--- config.mk ---
export PLATFORM = sky130hd
export DESIGN_NAME = branch_resolve_flat
export DESIGN_NICKNAME = d
export VERILOG_FILES = /design/src/rtl/branch_resolve_pkg.sv /design/src/rtl/branch_resolve_if.sv /design/src/rtl/branch_resolve_target_calc.sv /design/src/rtl/branch_resolve.sv /design/src/flat_wrapper.sv
export SDC_FILE = /design/constraint.sdc
export NUM_CORES = 1
export LEC_CHECK = 0
export BUFFER_PORTS_ARGS = -buffer_cell sky130_fd_sc_hd__clkbuf_2
export CORE_MARGIN = 2
export CORE_UTILIZATION = 35
export CTS_BUF_LIST = sky130_fd_sc_hd__clkbuf_2 sky130_fd_sc_hd__clkbuf_4 sky130_fd_sc_hd__clkbuf_8
export DETAILED_ROUTE_END_ITERATION = 12
export PLACE_DENSITY = 0.66
export SETUP_SLACK_MARGIN = 0.3
export SYNTH_ARGS = -nofsm -noshare
export SYNTH_HDL_FRONTEND = slang
export SYNTH_HIERARCHICAL = 1
export SYNTH_SLANG_ARGS = --single-unit
--- constraint.sdc ---
create_clock -name clk -period 6.7 [get_ports clk]
set_input_delay 0.67 -clock clk [delete_from_list [all_inputs] [get_ports clk]]
set_output_delay 0.67 -clock clk [all_outputs]
set_load 0.1 [all_outputs]
--- src/rtl/branch_resolve_pkg.sv ---
// Shared CPU constants and pipeline register layouts used by the branch-resolve slice.
package branch_resolve_pkg;

  localparam logic [31:0] INSN_INC = 32'd4;

  typedef struct packed {
    logic        valid;
    logic [31:0] pc;
    logic [31:0] pred_pc;
  } ifid_t;

  typedef struct packed {
    logic        valid;
    logic [31:0] pc;
    logic [31:0] pred_pc;
    logic        is_branch;
    logic        is_jal;
    logic        is_jalr;
  } idex_t;

  function automatic logic [31:0] sat_inc(input logic [31:0] v);
    return (v == 32'hFFFF_FFFF) ? v : v + 32'd1;
  endfunction

endpackage

--- src/rtl/branch_resolve_if.sv ---
// Predictor-update bus from the EX-stage resolver to the branch predictor.
interface branch_resolve_if;
  // bp_update is a single-cycle strobe with no back-pressure: the predictor must
  // accept every update; bp_taken/bp_pc/bp_target are meaningful only while it is high.
  logic        bp_update;
  logic        bp_taken;
  logic [31:0] bp_pc;
  logic [31:0] bp_target;

  modport master (output bp_update, bp_taken, bp_pc, bp_target);
  modport slave  (input  bp_update, bp_taken, bp_pc, bp_target);
endinterface

--- src/rtl/branch_resolve_target_calc.sv ---
// Combinational EX-stage datapath: control-flow target, taken decision and actual next PC.
module branch_target_calc
  import branch_resolve_pkg::*;
(
  input  logic [31:0] pc,
  input  logic        is_branch,
  input  logic        is_jal,
  input  logic        is_jalr,
  input  logic        bcond,
  input  logic [31:0] imm,
  input  logic [31:0] rs1,
  output logic        taken,
  output logic [31:0] target,
  output logic [31:0] next_pc
);

  logic [31:0] jalr_sum;

  assign jalr_sum = rs1 + imm;
  // jalr targets always drop bit 0 so the result is halfword aligned
  assign target   = is_jalr ? {jalr_sum[31:1], 1'b0} : pc + imm;
  assign taken    = is_jal | is_jalr | (is_branch & bcond);
  assign next_pc  = taken ? target : pc + INSN_INC;

endmodule

--- src/rtl/branch_resolve.sv ---
// IF/ID and ID/EX tracking of predicted PCs, EX-stage mispredict detection,
// predictor update bus and saturating performance counters.
module branch_resolve
  import branch_resolve_pkg::*;
#(
  parameter logic [31:0] PC_RESET = 32'h0
) (
  input  logic                    clk,
  input  logic                    reset,
  input  logic                    stall,
  input  logic [31:0]             if_pc,
  input  logic [31:0]             if_predicted_pc,
  input  logic                    id_is_branch,
  input  logic                    id_is_jal,
  input  logic                    id_is_jalr,
  input  logic                    ex_bcond,
  input  logic [31:0]             ex_imm,
  input  logic [31:0]             ex_rs1,
  branch_resolve_if.master        bp,
  output logic                    flush,
  output logic [31:0]             redirect_pc,
  output logic [31:0]             ctl_count,
  output logic [31:0]             mispredict_count
);

  ifid_t       ifid_q;
  idex_t       idex_q;
  logic        taken;
  logic [31:0] target;
  logic [31:0] actual_pc;
  logic        upd;
  logic [31:0] ctl_cnt;
  logic [31:0] mis_cnt;

  branch_target_calc u_calc (
    .pc        (idex_q.pc),
    .is_branch (idex_q.is_branch),
    .is_jal    (idex_q.is_jal),
    .is_jalr   (idex_q.is_jalr),
    .bcond     (ex_bcond),
    .imm       (ex_imm),
    .rs1       (ex_rs1),
    .taken     (taken),
    .target    (target),
    .next_pc   (actual_pc)
  );

  // Any valid instruction can mispredict, including non-control-flow ones hit by aliasing.
  always_comb begin
    flush        = 1'b0;
    redirect_pc  = 32'h0;
    upd          = 1'b0;
    bp.bp_taken  = 1'b0;
    bp.bp_pc     = 32'h0;
    bp.bp_target = 32'h0;
    if (!reset && idex_q.valid) begin
      redirect_pc = actual_pc;
      flush       = (actual_pc != idex_q.pred_pc);
      if (idex_q.is_branch || idex_q.is_jal || idex_q.is_jalr) begin
        upd          = 1'b1;
        bp.bp_taken  = taken;
        bp.bp_pc     = idex_q.pc;
        bp.bp_target = target;
      end
    end
  end

  assign bp.bp_update = upd;

  always_ff @(posedge clk) begin
    if (reset) begin
      ifid_q <= '{1'b0, PC_RESET, PC_RESET};
      idex_q <= '{1'b0, PC_RESET, PC_RESET, 1'b0, 1'b0, 1'b0};
    end else if (flush) begin
      ifid_q.valid <= 1'b0;
      idex_q.valid <= 1'b0;
    end else if (stall) begin
      idex_q.valid <= 1'b0;
    end else begin
      ifid_q <= '{1'b1, if_pc, if_predicted_pc};
      idex_q <= '{ifid_q.valid, ifid_q.pc, ifid_q.pred_pc,
                  id_is_branch, id_is_jal, id_is_jalr};
    end
  end

  always_ff @(posedge clk) begin
    if (reset) begin
      ctl_cnt <= 32'h0;
      mis_cnt <= 32'h0;
    end else begin
      if (upd)   ctl_cnt <= sat_inc(ctl_cnt);
      if (flush) mis_cnt <= sat_inc(mis_cnt);
    end
  end

  assign ctl_count        = ctl_cnt;
  assign mispredict_count = mis_cnt;

endmodule

--- src/flat_wrapper.sv ---
// flat-port wrapper written by rule: the top's interface ports become plain ports
module branch_resolve_flat import branch_resolve_pkg::*;
#(
  parameter logic [31:0] PC_RESET = 32'h0
)
  (clk, reset, stall, if_pc, if_predicted_pc, id_is_branch, id_is_jal, id_is_jalr, ex_bcond, ex_imm, ex_rs1, flush, redirect_pc, ctl_count, mispredict_count, bp_bp_update, bp_bp_taken, bp_bp_pc, bp_bp_target);
  branch_resolve_if bp_i ();
  input  logic clk;
  input  logic reset;
  input  logic stall;
  input  logic [31:0] if_pc;
  input  logic [31:0] if_predicted_pc;
  input  logic id_is_branch;
  input  logic id_is_jal;
  input  logic id_is_jalr;
  input  logic ex_bcond;
  input  logic [31:0] ex_imm;
  input  logic [31:0] ex_rs1;
  output logic flush;
  output logic [31:0] redirect_pc;
  output logic [31:0] ctl_count;
  output logic [31:0] mispredict_count;
  output wire logic [$bits(bp_i.bp_update)-1:0] bp_bp_update;
  output wire logic [$bits(bp_i.bp_taken)-1:0] bp_bp_taken;
  output wire logic [$bits(bp_i.bp_pc)-1:0] bp_bp_pc;
  output wire logic [$bits(bp_i.bp_target)-1:0] bp_bp_target;
  assign bp_bp_update = bp_i.bp_update;
  assign bp_bp_taken = bp_i.bp_taken;
  assign bp_bp_pc = bp_i.bp_pc;
  assign bp_bp_target = bp_i.bp_target;
  branch_resolve #(.PC_RESET(PC_RESET)) u_core (.clk(clk), .reset(reset), .stall(stall), .if_pc(if_pc), .if_predicted_pc(if_predicted_pc), .id_is_branch(id_is_branch), .id_is_jal(id_is_jal), .id_is_jalr(id_is_jalr), .ex_bcond(ex_bcond), .ex_imm(ex_imm), .ex_rs1(ex_rs1), .bp(bp_i), .flush(flush), .redirect_pc(redirect_pc), .ctl_count(ctl_count), .mispredict_count(mispredict_count));
endmodule
# Yosys cells after proc, flatten, opt, wreduce, memory -nomap -nowiden
# Index checks and enable logic that the tools add are counted.
op_classes:
  n_eq_ne: 3
  n_addsub: 5
  bitwise: 7
  n_mux: 12
  reduce_logical: 9
op_table:
  columns: ["operator", "count"]
  rows:
  - ["$mux W32", 7]
  - ["$add A32 B1 Y32 const B", 2]
  - ["$add A32 B32 Y32", 2]
  - ["$eq A32 B32 Y1 const B", 2]
  - ["$add A32 B3 Y32 const B", 1]
  - ["$ne A32 B32 Y1", 1]
  - ["$reduce_and A2 Y1", 3]
  - ["$mux W1", 5]
  - ["$not A1 Y1", 4]
  - ["$reduce_or A3 Y1", 1]
  - ["$logic_or A1 B1 Y1", 2]
  - ["$or A1 B1 Y1", 2]
  - ["$reduce_or A2 Y1", 1]
  - ["$and A1 B1 Y1", 1]
  - ["$logic_and A1 B1 Y1", 1]
  - ["$logic_not A1 Y1", 1]
totals:
  inputBits: 135
  reg_bits: 197
  output_inout_bits: 163

# Logic depth before layout (Yosys ltp)
logic_depth:
  word_depth: 7
  mapped_depth: 20
  depth_no_buf: 18

# Cells and area by module
# The synthesis kept the hierarchy.
modules_own_cells:
  columns: ["module", "instances", "area_each_um2", "cells_each", "seq_area_each_um2"]
  rows:
  - ["branch_resolve", 1, 9318.9, 1155, 3943.8]
  - ["branch_target_calc", 1, 4319.1, 623, 0.0]

# Least setup slack after synthesis
# OpenSTA, ideal clock, no wires.
synth_timing:
  path_type: "input port to output port"
  startpoint: "input port ex_imm[0]"
  endpoint: "output port flush"
  required_ps: 6030
  path_buffers: 1
  slack_ps: 737
  arrival_time_ps: 5293
  cell_stages: 17
  cell_sequence: "and2_1 -> fa_1 -> a21o_2 -> a221o_1 -> o221a_4 -> a221oi_2 -> or2_1 -> o21ai_0 -> a31oi_1 -> xor2_1 -> a221oi_1 -> xor2_1 -> nor4_1 -> nand4_1 -> nor2_1 -> clkbuf_1 -> nor2_1"
synth_between:
  elab_chain_len: 5
  word_cells_on_any_way: 6
  classes_between: "2 x add/sub; 1 x eq/ne; 3 x mux"
synth_rtl:
  columns: ["element", "line_no", "source"]
  rows:
  - ["start: declaration", "flat_wrapper.sv:17", "input logic [31:0] ex_imm;"]
  - ["$add A32 B32 Y32, on equally long branches", "branch_resolve_target_calc.sv:21, branch_resolve_target_calc.sv:19", null]
  - ["$mux W32 (*)", "branch_resolve_target_calc.sv:21", "assign target = is_jalr ? {jalr_sum[31:1], 1'b0} : pc + imm;"]
  - ["$mux W32 (*)", "branch_resolve_target_calc.sv:23", "assign next_pc = taken ? target : pc + INSN_INC;"]
  - ["via u_core.actual_pc[26]", "branch_resolve.sv:30", "logic [31:0] actual_pc;"]
  - ["$ne A32 B32 Y1 (*)", "branch_resolve.sv:58", "flush = (actual_pc != idex_q.pred_pc);"]
  - ["$mux W1 (*)", "branch_resolve.sv:56", "if (!reset && idex_q.valid) begin"]
  - ["end: declaration", "flat_wrapper.sv:19", "output logic flush;"]
# The timed path passes the listed nets; every way through them passes the cells marked *.

# Final worst setup path
layout_timing:
  startpoint: "register u_core/idex_q[38] (netlist bit)"
  endpoint: "output port flush"
layout_between:
  elab_chain_len: 5
  word_cells_on_any_way: 6
  classes_between: "2 x add/sub; 1 x eq/ne; 3 x mux"
layout_rtl:
  columns: ["element", "line_no", "source"]
  rows:
  - ["start: declaration", "branch_resolve.sv:27", "idex_t idex_q;"]
  - ["start signal: assignment", "branch_resolve.sv:73", "idex_q <= '{1'b0, PC_RESET, PC_RESET, 1'b0, 1'b0, 1'b0};"]
  - ["start signal: assignment", "branch_resolve.sv:81", "idex_q <= '{ifid_q.valid, ifid_q.pc, ifid_q.pred_pc,"]
  - ["$add A32 B32 Y32", "branch_resolve_target_calc.sv:21", null]
  - ["$mux W32", "branch_resolve_target_calc.sv:21", null]
  - ["$mux W32 (*)", "branch_resolve_target_calc.sv:23", null]
  - ["via u_core.actual_pc[31]", "branch_resolve.sv:30", null]
  - ["$ne A32 B32 Y1 (*)", "branch_resolve.sv:58", null]
  - ["$mux W1 (*)", "branch_resolve.sv:56", null]
# Marks and branches as above.

==> impl_metrics.ini <==
[sta]
clock-skew-final_ns = 0.0173
max_freq_mhz = 172
period_minus_slack_ns = 5.81
finalSetupTns_ns = 0
setup_viol = 0
worst_pin_slew_ns = 1.21
worst_slack_ns = 0.886
slew_violations = 0
min_period_over_period_pct = 86.8
rsz0062_at_grt = no
hold_violations = 0
slew_headroom_pct = 19.1

[synth]
synth_area_leaders = dfxtp_1 29%, a21oi_1 7.9%, o21ai_0 7.3%
synthMuxAreaShare_pct = 2.39
synth-adder-area-share_pct = 6.17
synth_top_area_share_pct = 28.9
synthDistinctLibCells = 84
syn_nets = 1979
async_flop_share_pct = 0
syn_avg_cell_area_um2 = 7.67
yosys.area_share.simple_pct = 26.6
synth_top_family_by_area = simple AND/OR/NAND/NOR gates
synth_top_cell_by_area = dfxtp_1
ys.flop_type = dfxtp_1
yosysWarnings = 6
yosysSeqAreaShare_pct = 28.9
ys_ff_latch = 197
syn-cell-area_um2 = 13600
synth-edff-count = 0
synth_compound_area_share_pct = 23.0
synth-xor-area-share_pct = 8.87
synthCells = 1778

[cells_and_area]
stdcell_area_um2 = 15900
drive_above_1_share_pct = 20.6
layout.cells.most_common = clkbuf_2
fill_cells = 4068
layout_common_cells = 294 x clkbuf_2, 216 x a21oi_1, 198 x o21ai_0
layoutNonFillerInstCount = 2516
fin_nets = 2185
area_delta_synth_final_pct = 16.8
ff_latch_area_um2 = 3940
multi_input_area_um2 = 9170

[setup_path]
rrSetupSlack_ns = 1.27
rr_endpoint = u_core/ifid_q[54]$_SDFFE_PP0P_
cp-end-kind = primary output
cp.depth = 17
worstPathMaxFanout = 5
r2r_start = u_core/idex_q[38]$_SDFFE_PP0P_
crit_start = u_core/idex_q[38]$_SDFFE_PP0P_
critPathBufInv = 1
critPathMostFrequentCell = nand4_1
path_cells = ha_1 > o21ai_0 > o21bai_1 > o2111ai_1 > nand4_1 > nand2_1 > o21ai_1 > a41oi_1 > a21oi_1 > xnor3_1 > a221oi_1 > xor2_1 > nor4_1 > nand4_1 > nor2_4 > nor2_1 > buf_12
cp_slowest_cell = a21oi_1
crit_path_end = flush
start_kind = flip-flop
critPathArrivalTime_ns = 5.14
crit_type = reg -> out
cp_slowest_stage_delay_ns = 0.46
required_ns = 6.03
r2r_cells = 18
crit_family = compound AO/OA/AOI/OAI gates

[power]
power.leakage_uw = 0.00690
powerDensity_nw_per_um2 = 173
ir_worst_vdd_mv = 0.121

[clocking]
cts_max_level = 4
insertion_delay_ns = 0.50
cts_tree = yes
cts_setup_buffers = 0
clk_pin_slew_ns = 0.11
cts-root-buf = clkbuf_8
ctsHoldBuffers = 0
clk_path_buf_depth = 2
cts_buffers = 17
cts_resized = 0
clock_sinks = 197

[placed_design]
dpl_cell_area_um2 = 15500
dp.final_hpwl_mm = 37.3
dp.cells = 2483
gp_congestion = 0.959
pre_cts_ws_ns = 0.845
port_buffers = 297

[global_routing]
grt.overflow.total = 0
grt_max_degree = 132
antenna_found_initial = 14
grt_pass1_wl_mm = 76.1
track_usage_pct = 23.5
grt_pass1_vias = 13100

[detailed_routing]
antenna_left = 0
remaining_drc_errors = 0
drt_wl_total_mm = 49.5
drt_pass1_iterations = 6
drt-initial-drc-count = 1317
vias_per_cell = 5.74
vias = 14500
wl_per_cell_um = 19.7

[flow_run]
drv_cap = 0

[run_status]
status = completed

[floorplan]
ios = 298
rows = 72
design.die.area_um2 = 40600
fp.dieH_um = 201
start_util_pct = 35.4
die_x_um = 201
core-area_um2 = 38600

[worst_hold_path]
hp-class = in -> reg
min_path_cells = 3
-- synth_stat cells, types with 6 or more instances --
library cell	count
xnor2_1	51
o21ai_1	7
and4_1	7
dfxtp_1	197
buf_2	14
nand4_1	43
nor4_1	14
or4_1	14
o21bai_1	7
a211oi_1	6
a221oi_1	6
or3_1	19
a21o_1	32
nand2b_1	11
a31oi_1	7
ha_1	64
and3_1	87
or2_2	7
o221ai_1	6
nor2b_1	17
clkbuf_1	109
o31ai_1	14
mux2_4	8
mux2i_1	6
a21oi_1	216
and2_1	39
nand2_1	97
inv_1	14
nand3_1	179
nor2_1	90
mux2_2	12
nor3_1	19
xor2_1	82
o21ai_0	198
-- power by group --
| part | leakage (µW) | switching [µW] | total (µW) | internal, µW |
|---|---|---|---|---|
| clock | 0.000219 | 457 | 848 | 391 |
| sequential | 0.00160 | 34.3 | 1240 | 1210 |
| combinational | 0.00508 | 429 | 663 | 233 |
-- flip-flops by register name, summed over array words and instances, names as in the netlist --
| register | flops |
|---|---|
| u_core/idex_q | 68 |
| u_core/mispredict_count | 32 |
| u_core/ctl_count | 32 |
| u_core/ifid_q | 65 |
-- area by class of cell --
| cell class | count | area share (%) |
|---|---|---|
| repair buffers | 313 | 10.5 |
| clock buffers | 18 | 1.56 |
| flip-flops and latches | 197 | 24.8 |
| clock inverters | 14 | 1.19 |
| inverters | 16 | 0.393 |
| diodes | 1 | 0.0157 |
| well taps | 518 | 4.07 |
| multi-input cells | 1439 | 57.5 |
-- logic make-up after synthesis --
logic type	Yosys count
AND/OR/NAND/NOR	669
AO/OA/AOI/OAI	542
flip-flops	197
buffers and inverters	142
XOR/XNOR	135
adder cells (fa/ha/maj)	66
multiplexers	27
-- worst min path at each step --
stage / startpoint / endpoint
after floorplan: u_core/ifid_q[22]$_SDFFE_PP0P_ / u_core/idex_q[25]$_SDFFE_PP0P_
after global placement: u_core/ifid_q[37]$_SDFFE_PP0P_ / u_core/idex_q[40]$_SDFFE_PP0P_
after detailed placement: u_core/ifid_q[40]$_SDFFE_PP0P_ / u_core/idex_q[43]$_SDFFE_PP0P_
after CTS: if_predicted_pc[29] / u_core/ifid_q[29]$_SDFFE_PP0P_
after global routing: id_is_jal / u_core/idex_q[1]$_SDFFE_PP0P_
final: if_predicted_pc[29] / u_core/ifid_q[29]$_SDFFE_PP0P_
-- tightest hold or removal path, stage by stage --
cell,delay (ns)
clkbuf_2,0.08
nand3_1,0.05
a21oi_1,0.05
-- metrics by stage --
step	power, µW	hold slack, ns	utilization [%]
after CTS	2770	0.365	41.3
after global placement	1910	0.453	40.2
after floorplan	1700	0.440	-
final	2750	0.400	41.3
after detailed placement	1920	0.456	40.2
after global routing	2880	0.379	41.3
-- layer usage --
| metal | part of all wire, % | up-vias | track usage (%) |
|---|---|---|---|
| li1 | - | 6920 | - |
| met1 | 44 | 6820 | 31.5 |
| met2 | 45 | 603 | 37.2 |
| met3 | 8.6 | 84 | 6.46 |
| met4 | 2.2 | 26 | 6.01 |
| met5 | 0.33 | - | 0 |
No activity file was read; power rests on OpenSTA's default activity.
